### src/rtl/cpu_wb_arbiter.sv
// Two-master Wishbone arbiter (instruction + data) in front of one shared memory.
// Round-robin on ties; owner keeps the bus while its cyc is high; stall timeout raises err.
module cpu_wb_arbiter #(
  parameter int TIMEOUT_CYCLES = 255,
  parameter int ADR_W          = 32
) (
  input  logic             clk_i,
  input  logic             rst_i,
  input  logic             mI_cyc_i,
  input  logic             mI_stb_i,
  input  logic             mI_we_i,
  input  logic [ADR_W-1:0] mI_adr_i,
  input  logic [31:0]      mI_dat_i,
  input  logic [3:0]       mI_sel_i,
  output logic [31:0]      mI_dat_o,
  output logic             mI_ack_o,
  output logic             mI_err_o,
  input  logic             mD_cyc_i,
  input  logic             mD_stb_i,
  input  logic             mD_we_i,
  input  logic [ADR_W-1:0] mD_adr_i,
  input  logic [31:0]      mD_dat_i,
  input  logic [3:0]       mD_sel_i,
  output logic [31:0]      mD_dat_o,
  output logic             mD_ack_o,
  output logic             mD_err_o,
  output logic             s_cyc_o,
  output logic             s_stb_o,
  output logic             s_we_o,
  output logic [ADR_W-1:0] s_adr_o,
  output logic [31:0]      s_dat_o,
  output logic [3:0]       s_sel_o,
  input  logic [31:0]      s_dat_i,
  input  logic             s_ack_i,
  output logic [1:0]       grant_o
);

  typedef enum logic [1:0] {IDLE = 2'b00, OWN_I = 2'b01, OWN_D = 2'b10} state_e;

  localparam bit          TO_EN   = (TIMEOUT_CYCLES != 0);
  localparam logic [15:0] TO_LAST = 16'(TIMEOUT_CYCLES - 1);

  state_e      state_q, state_d;
  logic        last_is_d_q, last_is_d_d;
  logic [15:0] cnt_q, cnt_d;
  logic [1:0]  grant_q, grant_d;
  logic        req_i, req_d, own_i, own_d, stall, timeout;

  assign req_i = mI_cyc_i & mI_stb_i;
  assign req_d = mD_cyc_i & mD_stb_i;
  assign own_i = (state_q == OWN_I);
  assign own_d = (state_q == OWN_D);

  always_comb begin
    s_cyc_o = 1'b0;
    s_stb_o = 1'b0;
    s_we_o  = 1'b0;
    s_adr_o = '0;
    s_dat_o = '0;
    s_sel_o = '0;
    case (state_q)
      OWN_I: begin
        s_cyc_o = mI_cyc_i; s_stb_o = mI_stb_i; s_we_o  = mI_we_i;
        s_adr_o = mI_adr_i; s_dat_o = mI_dat_i; s_sel_o = mI_sel_i;
      end
      OWN_D: begin
        s_cyc_o = mD_cyc_i; s_stb_o = mD_stb_i; s_we_o  = mD_we_i;
        s_adr_o = mD_adr_i; s_dat_o = mD_dat_i; s_sel_o = mD_sel_i;
      end
      default: ;
    endcase
  end

  // Timeout fires during the final stall cycle, so err can never coincide with ack.
  assign stall   = s_stb_o & ~s_ack_i;
  assign timeout = TO_EN & stall & (cnt_q == TO_LAST);

  assign mI_ack_o = s_ack_i & own_i & s_stb_o;
  assign mD_ack_o = s_ack_i & own_d & s_stb_o;
  assign mI_err_o = own_i & timeout;
  assign mD_err_o = own_d & timeout;
  assign mI_dat_o = s_dat_i;
  assign mD_dat_o = s_dat_i;
  assign grant_o  = grant_q;

  always_comb begin
    state_d     = state_q;
    last_is_d_d = last_is_d_q;
    cnt_d       = cnt_q;
    case (state_q)
      IDLE: begin
        cnt_d = '0;
        if (req_i && (!req_d || last_is_d_q)) begin
          state_d     = OWN_I;
          last_is_d_d = 1'b0;
        end else if (req_d) begin
          state_d     = OWN_D;
          last_is_d_d = 1'b1;
        end
      end
      default: begin
        if (s_ack_i)                            cnt_d = '0;
        else if (s_stb_o && cnt_q != 16'hFFFF)  cnt_d = cnt_q + 16'd1;
        if (timeout || !s_cyc_o) state_d = IDLE;
      end
    endcase
    grant_d = {state_d == OWN_D, state_d == OWN_I};
  end

  always_ff @(posedge clk_i) begin
    if (rst_i) begin
      state_q     <= IDLE;
      last_is_d_q <= 1'b1;
      cnt_q       <= '0;
      grant_q     <= 2'b00;
    end else begin
      state_q     <= state_d;
      last_is_d_q <= last_is_d_d;
      cnt_q       <= cnt_d;
      grant_q     <= grant_d;
    end
  end

endmodule
### config.mk
export PLATFORM = sky130hd
export DESIGN_NAME = cpu_wb_arbiter
export DESIGN_NICKNAME = d
export VERILOG_FILES = /design/src/rtl/cpu_wb_arbiter.sv
export SDC_FILE = /design/constraint.sdc
export NUM_CORES = 1
export LEC_CHECK = 0
export BUFFER_PORTS_ARGS = -buffer_cell sky130_fd_sc_hd__buf_4
export CORE_AREA = 3 3 124 126
export CTS_BUF_LIST = sky130_fd_sc_hd__clkbuf_4 sky130_fd_sc_hd__clkbuf_8 sky130_fd_sc_hd__clkbuf_16
export DETAILED_ROUTE_END_ITERATION = 16
export DIE_AREA = 0 0 127 129
export GPL_TIMING_DRIVEN = 0
export HOLD_SLACK_MARGIN = 0.02
export PLACE_DENSITY_LB_ADDON = 0.1
export SLEW_MARGIN = 20
export SYNTH_ARGS = -nofsm -noshare
export SYNTH_HDL_FRONTEND = slang
export SYNTH_SLANG_ARGS = --single-unit
### constraint.sdc
create_clock -name clk_i -period 2.08 [get_ports clk_i]
set_clock_uncertainty 0.1 [all_clocks]
set_input_delay 0.312 -clock clk_i [delete_from_list [all_inputs] [get_ports clk_i]]
set_output_delay 0.312 -clock clk_i [all_outputs]
set_load 0.01 [all_outputs]
==> qor.yml <==
status:
  outcome: "finished, violations left"
  failed_checks: "setup timing"
clock_network:
  clockRootBuffer: "clkbuf_16"
  cts.sinks: 21
  path_clk_slew_ns: 0.06
  cts_tree: "built"
  cts_max_path_buffers: 2
  cts-htree-levels: 1
  numCtsBuffers: 3
  clk_latency_ns: 0.26
layout:
  seq_area_um2: 434
  multi_input_area_um2: 2090
  final_area_um2: 6040
  utilization_pct: 41.9
  area_growth_pct: 119
  fill_cells: 1483
  nets: 859
  stdcell_count: 860
  antenna_cells: 0
  drive_above_1_share_pct: 70.1
logic_synthesis:
  syn_area_um2: 2760
  syn-num-nets: 554
  avgSynthCellArea_um2: 7.42
  synth.distinct_cells: 43
  yosysTopAreaCellShare_pct: 19.6
  synth_warnings: 0
  synth.yosys.seq_area_share_pct: 15.2
  synth_top_cell_by_area: "a22oi_1"
  yosys-top-cells-area: "a22oi_1 20%, buf_4 17%, nor2b_1 16%"
  synth-seq-cells: 21
  synthCells: 372
setup_path:
  startpoint_type: "flip-flop"
  r2r-end: "state_q[0]$_SDFF_PP0_"
  cp_cell_sequence: "inv_4, ha_4, or4b_4, nor4_2, nand4_1, nor2_1, buf_4"
  critical_path_peak_fanout: 3
  critPathCaptureType: "primary output"
  worst-r2r-cell-count: 8
  cp.required_ns: 1.67
  worstPathArrival_ns: 1.85
  reg2reg_slack_ns: 0.13
  crit_start: "cnt_q[0]$_SDFFE_PP0P_"
  crit_type: "flip-flop to primary output"
  cp_slowest_cell: "or4b_4"
  slowest_delay_ns: 0.45
  reg2reg_from: "cnt_q[0]$_SDFFE_PP0P_"
timing:
  slew_headroom_pct: 73.3
  fin_ws_ns: -0.187
  slew_viol_final: 0
  hold_viol: 0
  finalSetupViolations: 5
  period_needed_ns: 2.27
  grt_setup_unrepaired: "yes"
  fin_crit_sh_pct: 109
  worst_slew_pin_slew_ns: 0.397
  fmax_ghz: 0.441
floorplan:
  die-area_um2: 16400
  die_y_um: 129
  io_pins: 318
  die_w_um: 127
  rows: 44
  core_um2: 14400
  start_util_pct: 19.1
worst_hold_path:
  min_from: "rst_i"
  holdPathEnd: "state_q[1]$_SDFF_PP0_"
  holdPathStages: 2
  min_path_type: "primary input to flip-flop"
routing:
  wl_per_cell_um: 18.5
  ant_nets: 0
  via_per_inst: 4.41
  finalWirelength_um: 15900
  vias: 3795
  drtIter0Drc: 172
  drc: 0
  first_pass_iters: 4
placement:
  finalWeightedCongestion: 0.917
  dpl.hpwl_um: 13200
  dp.cells: 841
  dp_worst_setup_slack_ns: -0.766
  portBuffers: 285
  placed_cell_area_um2: 5130
grt:
  grt_pass1_vias: 3608
  grt_pass1_wl_um: 22000
  antenna_found_initial: 2
  grt_overflow: 0
  grt_start_max_net_pins: 12
  grt.total_usage_pct: 17.2
power:
  peakVddDrop_mv: 0.238
  powerDensity_nw_per_um2: 341
  cellLeakagePower_nw: 2.69
job:
  maxCapViolCount: 0
==> power breakdown <==
part           internal, mW  switching, mW
clock network         0.274          0.148
logic                 0.733          0.487
registers             0.408        0.00625
==> sequential cells by signal, indices dropped and copies added (netlist names) <==
register and flops:
cnt_q 16, state_q 2, grant_o 2, last_is_d_q 1
==> cell type report <==
| type | count | share of cell area [%] |
|---|---|---|
| well taps | 184 | 3.81 |
| multi-input cells | 249 | 34.6 |
| inverters | 10 | 0.788 |
| repair buffers | 301 | 39.1 |
| flip-flops and latches | 21 | 7.19 |
| clock buffers | 4 | 1.37 |
| plain buffers | 91 | 13.1 |
==> logic make-up after synthesis <==
group | Yosys count | synth area share [%]
adders and majority gates | 5 | 2.27
DFF | 21 | 15.2
xor gates and xnor gates | 10 | 3.17
buffers and inverters | 102 | 22.7
and+or+nand+nor | 133 | 28.9
muxes | 1 | 0.362
AOI/OAI and AO/OA | 100 | 27.4
==> synth_stat cells <==
cell type	count
a22oi_1	72
nor2b_1	69
buf_4	64
dfxtp_1	21
nor2_1	19
clkbuf_1	15
buf_1	10
inv_1	10
nand2_1	9
nand4_1	7
xor2_1	7
a21oi_1	6
ha_1	5
and2_1	4
nand3_1	4
o2111ai_1	4
o21ai_0	4
a211oi_1	3
a31oi_1	3
and3_1	3
and4_1	3
buf_2	3
nor3_1	3
xnor2_1	3
a22o_1	2
nor4_1	2
a2111oi_4	1
a311o_1	1
a311oi_1	1
a31o_2	1
a41oi_1	1
and4_2	1
and4b_1	1
mux2i_1	1
nand2_2	1
nand3_2	1
nand4_2	1
nor3_4	1
o211ai_1	1
or3_1	1
or3_4	1
or4_1	1
or4b_1	1
==> how the worst max path moves through the flow <==
stage | cells after the start | to
floorplan | 7 | mD_err_o
global placement | 8 | mD_err_o
detailed placement | 8 | mD_err_o
CTS | 7 | mD_err_o
global route | 7 | mD_err_o
finish | 7 | mI_err_o
==> routing by layer <==
metal  global-route usage (%)  up-vias  wire [um]
li1                         -     1882          -
met1                     21.3     1757       6310
met2                     30.8      132       8340
met3                     3.49       20        959
met4                     3.60        4        295
met5                        0        -         22
==> per-stage QoR <==
| step | total power [mW] | hold WS (ns) | TNS, ns |
|---|---|---|---|
| after floorplan | 0.878 | 0.281 | 0 |
| after global placement | 1.38 | 0.421 | -32.16 |
| after detailed placement | 1.38 | 0.425 | -33.04 |
| after CTS | 1.98 | 0.161 | -0.540 |
| after global routing | 2.17 | 0.176 | -0.667 |
| final | 2.06 | 0.168 | -0.413 |
==> critical path: cells and delay by family, from the launching register on <==
family                   cells  cell delay [ns]
buffers and inverters        2             0.19
AND/OR/NAND/NOR              4             0.93
flip-flops                   1             0.35
adder cells (fa/ha/maj)      1             0.12
==> timing repair <==
action                                  CTS  global route
resized for setup                       105            84
endpoints found under the hold margin     0             0
hold buffers                              0             0
cloned                                    3             2
setup buffers                             9             3
pin swaps                                 9            10
endpoints found under the setup margin   95            86
==> cells in the final DEF (no fill, tap or decap), drive strengths merged, types with 2 or more instances in the layout <==
cell type | Yosys | final
buf | 77 | 382
a22oi | 72 | 72
nor2b | 69 | 69
dfxtp | 21 | 21
nor2 | 19 | 19
clkbuf | 15 | 14
nand2 | 10 | 10
inv | 10 | 10
nand4 | 8 | 8
xor2 | 7 | 7
a21oi | 6 | 6
nand3 | 5 | 5
ha | 5 | 5
and2 | 4 | 4
o2111ai | 4 | 4
o21ai | 4 | 4
and4 | 4 | 4
nor3 | 4 | 4
xnor2 | 3 | 3
a211oi | 3 | 3
and3 | 3 | 3
a31oi | 3 | 3
a22o | 2 | 2
nor4 | 2 | 2
or3 | 2 | 2
No activity file was read; power rests on OpenSTA's default activity.
